### src/rtl/bus_pkg.sv
// rtl/bus_pkg.sv - shared cycle-type encodings, I/O high-byte policies and strobe helpers
package bus_pkg;

  localparam logic [1:0] CYC_MEMR = 2'd0;
  localparam logic [1:0] CYC_MWRT = 2'd1;
  localparam logic [1:0] CYC_OUT  = 2'd2;
  localparam logic [1:0] CYC_INP  = 2'd3;

  localparam int IOHI_ZERO   = 0;
  localparam int IOHI_PASS   = 1;
  localparam int IOHI_MIRROR = 2;

  typedef enum logic [1:0] {
    ST_IDLE,
    ST_ACTIVE,
    ST_HOLD
  } adrState_t;

  // Strobe vectors are indexed by cycle type: [0]=MEMR [1]=MWRT [2]=OUT [3]=INP
  function automatic logic [1:0] strobePick(input logic [3:0] stb);
    if (stb[CYC_INP])       return CYC_INP;
    else if (stb[CYC_OUT])  return CYC_OUT;
    else if (stb[CYC_MEMR]) return CYC_MEMR;
    else                    return CYC_MWRT;
  endfunction

  function automatic logic multiStrobe(input logic [3:0] stb);
    return ($countones(stb) > 1);
  endfunction

endpackage

### src/rtl/bus_adr_qualifier_if.sv
// rtl/bus_adr_qualifier_if.sv - CPU-pin side and qualified-address side of the address qualifier
interface bus_adr_qualifier_if #(
  parameter int ADR_W = 16
);
  logic [ADR_W-1:0] cpuAdr;
  logic             sMEMR;
  logic             sMWRT;
  logic             sOUT;
  logic             sINP;
  logic [ADR_W-1:0] adrOut;
  logic [1:0]       cycType;
  logic             adrValid;
  logic             cycStart;
  logic             cycEnd;
  logic             protoErr;

  modport master (
    output cpuAdr, sMEMR, sMWRT, sOUT, sINP,
    input  adrOut, cycType, adrValid, cycStart, cycEnd, protoErr
  );

  modport slave (
    input  cpuAdr, sMEMR, sMWRT, sOUT, sINP,
    output adrOut, cycType, adrValid, cycStart, cycEnd, protoErr
  );
endinterface

### src/rtl/bus_adr_qualifier_sync_chain.sv
// rtl/bus_adr_qualifier_sync_chain.sv - flop chain used to bring async strobes and address into the clock domain
module sync_chain #(
  parameter int WIDTH = 1,
  parameter int DEPTH = 2
) (
  input  logic             clk,
  input  logic             reset,
  input  logic [WIDTH-1:0] d,
  output logic [WIDTH-1:0] q
);
  logic [WIDTH-1:0] stages [DEPTH];

  always_ff @(posedge clk) begin
    if (reset) begin
      for (int i = 0; i < DEPTH; i++) stages[i] <= '0;
    end else begin
      stages[0] <= d;
      for (int i = 1; i < DEPTH; i++) stages[i] <= stages[i-1];
    end
  end

  assign q = stages[DEPTH-1];
endmodule

### src/rtl/bus_adr_qualifier.sv
// rtl/bus_adr_qualifier.sv - CPU address qualifier: strobe sync, capture FSM, hold timer, I/O high-byte policy
module bus_adr_qualifier
  import bus_pkg::*;
#(
  parameter int ADR_W       = 16,
  parameter int IO_ADR_W    = 8,
  parameter int SYNC_STAGES = 2,
  parameter int IO_HI_MODE  = IOHI_ZERO,
  parameter int HOLD_MIN    = 2
) (
  input logic                pll0_250MHz,
  input logic                reset,
  bus_adr_qualifier_if.slave bus
);
  localparam int HI_W  = ADR_W - IO_ADR_W;
  localparam int CNT_W = (HOLD_MIN > 1) ? $clog2(HOLD_MIN) : 1;
  localparam logic [CNT_W-1:0] HOLD_LOAD = (HOLD_MIN > 0) ? CNT_W'(HOLD_MIN - 1) : '0;

  logic [3:0]       syncStb;
  logic [ADR_W-1:0] syncAdr;
  logic [ADR_W-1:0] ioAdr;
  logic [ADR_W-1:0] capAdr;
  logic [1:0]       selType;
  logic             sAny;

  adrState_t        state;
  logic [CNT_W-1:0] holdCnt;
  logic [ADR_W-1:0] adrOutR;
  logic [1:0]       cycTypeR;
  logic             adrValidR;
  logic             cycStartR;
  logic             cycEndR;
  logic             protoErrR;

  // Address goes through the same depth as the strobes so both line up at capture
  sync_chain #(.WIDTH(4), .DEPTH(SYNC_STAGES)) uStbSync (
    .clk   (pll0_250MHz),
    .reset (reset),
    .d     ({bus.sINP, bus.sOUT, bus.sMWRT, bus.sMEMR}),
    .q     (syncStb)
  );

  sync_chain #(.WIDTH(ADR_W), .DEPTH(SYNC_STAGES)) uAdrSync (
    .clk   (pll0_250MHz),
    .reset (reset),
    .d     (bus.cpuAdr),
    .q     (syncAdr)
  );

  generate
    if (HI_W == 0) begin : gNoHi
      assign ioAdr = syncAdr;
    end else begin : gHi
      logic [HI_W-1:0] hiBits;
      if (IO_HI_MODE == IOHI_PASS) begin : gPass
        assign hiBits = syncAdr[ADR_W-1:IO_ADR_W];
      end else if (IO_HI_MODE == IOHI_MIRROR && ADR_W == 2 * IO_ADR_W) begin : gMirror
        assign hiBits = syncAdr[IO_ADR_W-1:0];
      end else begin : gZero
        assign hiBits = '0;
      end
      assign ioAdr = {hiBits, syncAdr[IO_ADR_W-1:0]};
    end
  endgenerate

  assign sAny    = |syncStb;
  assign selType = strobePick(syncStb);
  assign capAdr  = (selType >= CYC_OUT) ? ioAdr : syncAdr;

  always_ff @(posedge pll0_250MHz) begin
    if (reset) begin
      state     <= ST_IDLE;
      holdCnt   <= '0;
      adrOutR   <= '0;
      cycTypeR  <= CYC_MEMR;
      adrValidR <= 1'b0;
      cycStartR <= 1'b0;
      cycEndR   <= 1'b0;
      protoErrR <= 1'b0;
    end else begin
      cycStartR <= 1'b0;
      cycEndR   <= 1'b0;
      protoErrR <= 1'b0;
      unique case (state)
        ST_IDLE: begin
          if (sAny) begin
            adrOutR   <= capAdr;
            cycTypeR  <= selType;
            adrValidR <= 1'b1;
            cycStartR <= 1'b1;
            protoErrR <= multiStrobe(syncStb);
            state     <= ST_ACTIVE;
          end
        end
        ST_ACTIVE: begin
          // Only the strobe that won capture ends the cycle
          if (!syncStb[cycTypeR]) begin
            if (HOLD_MIN == 0) begin
              adrValidR <= 1'b0;
              cycEndR   <= 1'b1;
              state     <= ST_IDLE;
            end else begin
              holdCnt <= HOLD_LOAD;
              state   <= ST_HOLD;
            end
          end
        end
        ST_HOLD: begin
          if (sAny) begin
            adrOutR   <= capAdr;
            cycTypeR  <= selType;
            cycStartR <= 1'b1;
            cycEndR   <= 1'b1;
            protoErrR <= multiStrobe(syncStb);
            state     <= ST_ACTIVE;
          end else if (holdCnt == '0) begin
            adrValidR <= 1'b0;
            cycEndR   <= 1'b1;
            state     <= ST_IDLE;
          end else begin
            holdCnt <= holdCnt - 1'b1;
          end
        end
        default: state <= ST_IDLE;
      endcase
    end
  end

  assign bus.adrOut   = adrOutR;
  assign bus.cycType  = cycTypeR;
  assign bus.adrValid = adrValidR;
  assign bus.cycStart = cycStartR;
  assign bus.cycEnd   = cycEndR;
  assign bus.protoErr = protoErrR;
endmodule

### src/flat_wrapper.sv
// flat-port wrapper written by rule: the top's interface ports become plain ports
module bus_adr_qualifier_flat import bus_pkg::*;
#(
  parameter int ADR_W       = 16,
  parameter int IO_ADR_W    = 8,
  parameter int SYNC_STAGES = 2,
  parameter int IO_HI_MODE  = IOHI_ZERO,
  parameter int HOLD_MIN    = 2
)
  (pll0_250MHz, reset, bus_cpuAdr, bus_sMEMR, bus_sMWRT, bus_sOUT, bus_sINP, bus_adrOut, bus_cycType, bus_adrValid, bus_cycStart, bus_cycEnd, bus_protoErr);
  bus_adr_qualifier_if #(.ADR_W(ADR_W)) bus_i ();
  input logic pll0_250MHz;
  input logic reset;
  input wire logic [$bits(bus_i.cpuAdr)-1:0] bus_cpuAdr;
  input wire logic [$bits(bus_i.sMEMR)-1:0] bus_sMEMR;
  input wire logic [$bits(bus_i.sMWRT)-1:0] bus_sMWRT;
  input wire logic [$bits(bus_i.sOUT)-1:0] bus_sOUT;
  input wire logic [$bits(bus_i.sINP)-1:0] bus_sINP;
  output wire logic [$bits(bus_i.adrOut)-1:0] bus_adrOut;
  output wire logic [$bits(bus_i.cycType)-1:0] bus_cycType;
  output wire logic [$bits(bus_i.adrValid)-1:0] bus_adrValid;
  output wire logic [$bits(bus_i.cycStart)-1:0] bus_cycStart;
  output wire logic [$bits(bus_i.cycEnd)-1:0] bus_cycEnd;
  output wire logic [$bits(bus_i.protoErr)-1:0] bus_protoErr;
  assign bus_i.cpuAdr = bus_cpuAdr;
  assign bus_i.sMEMR = bus_sMEMR;
  assign bus_i.sMWRT = bus_sMWRT;
  assign bus_i.sOUT = bus_sOUT;
  assign bus_i.sINP = bus_sINP;
  assign bus_adrOut = bus_i.adrOut;
  assign bus_cycType = bus_i.cycType;
  assign bus_adrValid = bus_i.adrValid;
  assign bus_cycStart = bus_i.cycStart;
  assign bus_cycEnd = bus_i.cycEnd;
  assign bus_protoErr = bus_i.protoErr;
  bus_adr_qualifier #(.ADR_W(ADR_W), .IO_ADR_W(IO_ADR_W), .SYNC_STAGES(SYNC_STAGES), .IO_HI_MODE(IO_HI_MODE), .HOLD_MIN(HOLD_MIN)) u_core (.pll0_250MHz(pll0_250MHz), .reset(reset), .bus(bus_i));
endmodule
### config.mk
export PLATFORM = sky130hd
export DESIGN_NAME = bus_adr_qualifier_flat
export DESIGN_NICKNAME = d
export VERILOG_FILES = /design/src/rtl/bus_pkg.sv /design/src/rtl/bus_adr_qualifier_if.sv /design/src/rtl/bus_adr_qualifier_sync_chain.sv /design/src/rtl/bus_adr_qualifier.sv /design/src/flat_wrapper.sv
export SDC_FILE = /design/constraint.sdc
export NUM_CORES = 1
export LEC_CHECK = 0
export ABC_AREA = 1
export ABC_CLOCK_PERIOD_IN_PS = 2050
export BUFFER_PORTS_ARGS = -buffer_cell sky130_fd_sc_hd__buf_4
export CAP_MARGIN = 0
export CORE_MARGIN = 4
export CORE_UTILIZATION = 30
export CTS_CLUSTER_SIZE = 40
export DETAILED_ROUTE_END_ITERATION = 12
export PLACE_DENSITY = 0.47
export SYNTH_ARGS = -nofsm -noshare
export SYNTH_HDL_FRONTEND = slang
export SYNTH_SLANG_ARGS = --single-unit
### constraint.sdc
create_clock -name pll0_250MHz -period 2.05 [get_ports pll0_250MHz]
set_input_delay 0.3075 -clock pll0_250MHz [delete_from_list [all_inputs] [get_ports pll0_250MHz]]
set_output_delay 0.3075 -clock pll0_250MHz [all_outputs]
set_load 0.05 [all_outputs]
After elaboration in Yosys (flattened, before gate mapping)

Memories as Yosys holds them, arrays and structs flattened.
Cells that the tools add are included.

Register bits after elaboration: 25
Memory bits (writable): 40
Memories kept: 2

Add/subtract/negate cells: 4
Magnitude comparators: 3
Equal/unequal tests: 7
Multiplexer cells: 29
Bitwise operators: 7
Reductions and logical operators: 12

Memories:

| memory                 | depth | bits a word | rd ports | clocked after memory_dff | write ports | RTL line                           | source |
|---|---|---|---|---|---|---|---|
| u_core.uAdrSync.stages | 2     | 16          | 2        | 0                        | 2           | bus_adr_qualifier_sync_chain.sv:11 | `logic [WIDTH-1:0] stages [DEPTH];` |
| u_core.uStbSync.stages | 2     | 4           | 2        | 0                        | 2           | bus_adr_qualifier_sync_chain.sv:11 |  |

Operator list:

| cell                  | number |
|---|---|
| $mux W16              | 3 |
| $add A32 B32 Y32      | 1 |
| $gt A32 B2 Y1 const B | 1 |
| $mux W1               | 14 |
| $mux W2               | 6 |
| $mux W4               | 2 |
| $ne A2 B2 Y1 const B  | 3 |
| $pmux W2 S3           | 1 |
| $reduce_and A3 Y1     | 2 |
| $reduce_or A2 Y1      | 3 |
| $add A1 B1 Y2         | 2 |
| $or A1 B1 Y1          | 4 |
| $pmux W1 S2           | 2 |
| $reduce_and A4 Y1     | 1 |
| $reduce_bool A2 Y1    | 2 |
| $reduce_or A4 Y1      | 1 |
| $lt A2 B3 Y1 const B  | 1 |
| $ne A3 B2 Y1 const B  | 1 |
| $not A1 Y1            | 3 |
| $reduce_or A3 Y1      | 1 |
| $bmux W1 S2           | 1 |
| $eq A2 B1 Y1 const B  | 1 |
| $eq A2 B2 Y1 const B  | 1 |
| $ge A2 B2 Y1 const B  | 1 |
| 4 further kinds       | 4 |

Logic depth before layout (Yosys ltp)

An unclocked memory read counts as a cell.

Word-level depth: 6
Depth in mapped cells: 10

Modules after synthesis

Synthesis repeated with hierarchy kept, for this count alone.

Cells, all modules: 271
Area total of the unflattened synthesis: 2308.5 um^2

By module, submodules not included:

| module                        | instances | cells each | area each (um^2) |
|---|---|---|---|
| sync_chain at u_core.uAdrSync | 1         | 115        | 1034.7 |
| bus_adr_qualifier             | 1         | 127        | 1012.2 |
| sync_chain at u_core.uStbSync | 1         | 29         | 261.5 |

Worst setup path before layout

No wires, ideal clock.

Path type: reg2reg
From: mem u_core.uStbSync.stages[1][2] (netlist: u_core.uStbSync.stages[0][6])
To: reg u_core.protoErrR (netlist: u_core.bus.protoErr)
Setup time: 0.113 ns
Arrival: 1.301 ns
Data required time: 1.937 ns
Setup slack: 0.636 ns
Cell stages (with the launch flop): 8
Buffers on the path: 0
Clock period less this slack: 1.414 ns
Cell sequence: dfxtp_1 inv_1 ha_1 nand2_1 inv_1 fa_1 nor2_1 nor2_1

RTL lines:

| item                   | RTL line                           | source |
|---|---|---|
| start: declaration     | bus_adr_qualifier_sync_chain.sv:11 |  |
| end signal: assignment | bus_adr_qualifier.sv:91            | `protoErrR <= multiStrobe(syncStb);` |
| end signal: assignment | bus_adr_qualifier.sv:114           | `protoErrR <= multiStrobe(syncStb);` |
| end: declaration       | bus_adr_qualifier.sv:33            | `logic protoErrR;` |

Worst setup path in the final report

From: reg u_core.state[0]
To: reg u_core.cycTypeR[0] (netlist: u_core.bus.cycType[0])

Longest elaborated chain between the ends: 3
Elaborated cells on any way between the ends: 4
Those cells by class: eq/ne (1); reduce/logical (3)

RTL lines:

| item                                                    | RTL line                 | source |
|---|---|---|
| start: declaration                                      | bus_adr_qualifier.sv:26  | `adrState_t state;` |
| start signal: assignment                                | bus_adr_qualifier.sv:72  | `state <= ST_IDLE;` |
| start signal: assignment                                | bus_adr_qualifier.sv:92  | `state <= ST_ACTIVE;` |
| start signal: assignment                                | bus_adr_qualifier.sv:101 | `state <= ST_IDLE;` |
| $eq A2 B2 Y1 / $logic_not A2 Y1 (equally long branches) | bus_adr_qualifier.sv:84  | `unique case (state)` |
| $reduce_or A2 Y1 (no source line) *                     | n/a                      |  |
| $reduce_and A2 Y1 (no source line) *                    | n/a                      |  |
| end signal: assignment                                  | bus_adr_qualifier.sv:88  | `cycTypeR <= selType;` |
| end signal: assignment                                  | bus_adr_qualifier.sv:111 | `cycTypeR <= selType;` |
| end: declaration                                        | bus_adr_qualifier.sv:29  | `logic [1:0] cycTypeR;` |

Mark *: on every way between the ends. The rest lies on a longest branch, timed or not.
A chain may end at the register's enable or synchronous reset.

==> metrics.cfg <==
[power_and_ir_drop]
peakVddDrop_mv = 0.411
p_switching_uw = 1160
power_frac_seq_pct = 42.2
leakage_uw = 0.00145
p_int_uw = 2380
design_power_total_uw = 3540
comb_power_share_pct = 25.5
switching_share_pct = 32.8
clockPowerShare_pct = 32.3
cellPowerDensity_nw_per_um2 = 1230

[drt]
wl_per_cell_um = 9.82
via_count = 1610
drc = 0
ant_nets = 0
drt_iter0_markers = 65
totalWireLength_mm = 4.14
dr.pass1.iters = 4
viasPerCell = 3.82

[global_routing]
grt_overflow = 0
grt_pass1_wl_mm = 7.04
grt_max_degree = 25
antenna_found_initial = 0
grt_use_total_pct = 10.6
first_global_vias = 1470

[sta]
rsz0062_at_grt = no
slew_headroom_pct = 57.7
hold_ws_ns = 0.167
slew_viol_final = 0
fmax_mhz = 622
setup_tns_ns = 0
report.final.hold_viol_count = 0
finalSetupViolations = 0
min_period_over_period_pct = 78.4
fin_crit_ns = 1.61
worst-slew-pin-transition_ns = 0.634
clock_skew_ns = 0.00760
fin_ws_ns = 0.443

[setup_path]
cp_max_fo = 21
arrival_ns = 1.83
startpoint_type = register
r2r-start = u_core.state[0]
crit_start = u_core.state[0]
critPathKind = reg -> reg
worstSetupEndpointType = register
required_ns = 2.27
r2r_cells = 8

[cts]
cts.sinks = 65
cts_tree = built
path_clk_slew_ns = 0.07
cts_buffers = 9
h-tree-depth = 3
post_cts_buffers = 0
cts_resized = 0
max-clock-path-buffers = 2
worstSkewPairLatency_ns = 0.33
cts.root.buffer_cell = clkbuf_8
cts_hold_buffers = 0

[placed_design]
port_buffers = 43
place_hpwl_mm = 3.00
place_ws_ns = 0.466
gp_congestion = 0.706

[yosys]
yosysWarnings = 0
syn_inst = 272
syn_area_um2 = 2280
ys_ff_latch = 65
synth_cell_type_count = 22
syn_nets = 303
yosysSeqAreaShare_pct = 57.0
syn_avg_cell_area_um2 = 8.39

[floorplan]
core_area_um2 = 7330
ioPinCount = 44
num_rows = 31
die_h_um = 95.2
die-area_um2 = 9070
die_width_um = 95.2
initial_core_util_pct = 31.1

[finish]
drive_gt1_share_pct = 20.8
antennaDiodeCount = 0
areaGrowthSynthToFinish_pct = 26.5
fin_nets = 348
multi_input_area_um2 = 707
fill_cells = 739
seq_area_um2 = 1300
fin_util_pct = 39.4

[min_path]
hp-class = in -> reg
min_path_cells = 3
hp-start = bus_cpuAdr[15]

[flow_run]
max_cap_violations = 0

[outcome]
outcome = complete, no violations

[routing by layer]
layer	GRT usage [%]	share of wire, %
met5	0	0
met4	7.57	1.7
met2	14.1	44
met1	13.7	49
met3	4.10	4.7
[per-stage QoR]
stage,instance area (µm²),std cells
finish,2890,421
global route,2890,421
CTS,2890,421
detailed placement,2680,405
global placement,2680,405
floorplan,2280,272
[synth_stat cells]
| cell type | count | area share, % |
|---|---|---|
| a21boi_0 | 1 | 0.33 |
| nand2_4 | 2 | 0.99 |
| inv_1 | 55 | 9.0 |
| nor2_4 | 1 | 0.49 |
| inv_2 | 2 | 0.33 |
| nand2_2 | 1 | 0.27 |
| buf_6 | 2 | 0.99 |
| ha_1 | 8 | 4.4 |
| buf_1 | 4 | 0.66 |
| nand2_1 | 22 | 3.6 |
| o21ai_1 | 1 | 0.22 |
| a21oi_1 | 6 | 1.3 |
| fa_1 | 1 | 0.88 |
| o21ai_0 | 9 | 2.0 |
| o21ai_2 | 2 | 0.77 |
| buf_4 | 1 | 0.33 |
| buf_2 | 3 | 0.66 |
| nor2_1 | 61 | 10 |
| a21o_1 | 1 | 0.33 |
| o21a_1 | 1 | 0.33 |
| dfxtp_1 | 65 | 57 |
| nand3_1 | 23 | 5.0 |
[final timing paths]
kind	end	slack, ns
min reg2reg	u_core.uAdrSync.stages[0][22]	0.39
min	u_core.uAdrSync.stages[0][15]	0.17
max	u_core.bus.cycType[0]	0.44
max reg2reg	u_core.bus.cycType[0]	0.44
[final cells by class]
class | count | share of cell area [%]
Clock buffer | 10 | 4.42
Clock inverter | 6 | 2.86
Inverter | 57 | 7.41
Multi-Input combinational cell | 140 | 24.5
Sequential cell | 65 | 45.1
Tap cell | 99 | 4.29
Timing Repair Buffer | 44 | 11.4
[cell families (layout without fill, tap and decap cells)]
group | after synthesis | after routing | synth area share [%]
adders and majority gates | 9 | 9 | 5.26
DFF | 65 | 65 | 57.0
AOI/OAI and AO/OA | 21 | 21 | 5.26
and+or+nand+nor | 110 | 110 | 20.4
buffers and inverters | 67 | 117 | 12.0
[placed cells by master, fill, tap and decap left out, drive strengths merged, types with 6 or more instances in the layout]
| master | instances |
|---|---|
| dfxtp | 65 |
| nand2 | 25 |
| o21ai | 12 |
| clkbuf | 10 |
| a21oi | 6 |
| nor2 | 62 |
| inv | 57 |
| buf | 44 |
| nand3 | 23 |
| ha | 8 |
[registers in the layout, indices dropped and copies added (netlist names)]
| signal | count |
|---|---|
| u_core.uAdrSync.stages | 32 |
| u_core.bus.adrOut | 16 |
| u_core.uStbSync.stages | 8 |
| u_core.bus.cycType | 2 |
| u_core.state | 2 |
| u_core.bus.adrValid | 1 |
| u_core.bus.cycEnd | 1 |
| u_core.bus.cycStart | 1 |
| u_core.bus.protoErr | 1 |
| u_core.holdCnt | 1 |
[power by group through the flow]
stage                     registers [µW]  clock network, µW  logic [µW]
after global routing                1510               1250        1000
final                               1490               1140         902
after floorplan                     1760                  0         454
after detailed placement            1520                  0         909
after CTS                           1490               1190         913
after global placement              1520                  0         913
[critical path, cell delays in order (launching register included)]
cell	delay, ns
dfxtp_1	0.40
inv_1	0.08
ha_1	0.29
inv_2	0.09
nand2_2	0.06
nand2_4	0.20
inv_2	0.13
o21ai_0	0.17
a21oi_1	0.05
No activity file was read; power rests on OpenSTA's default activity.
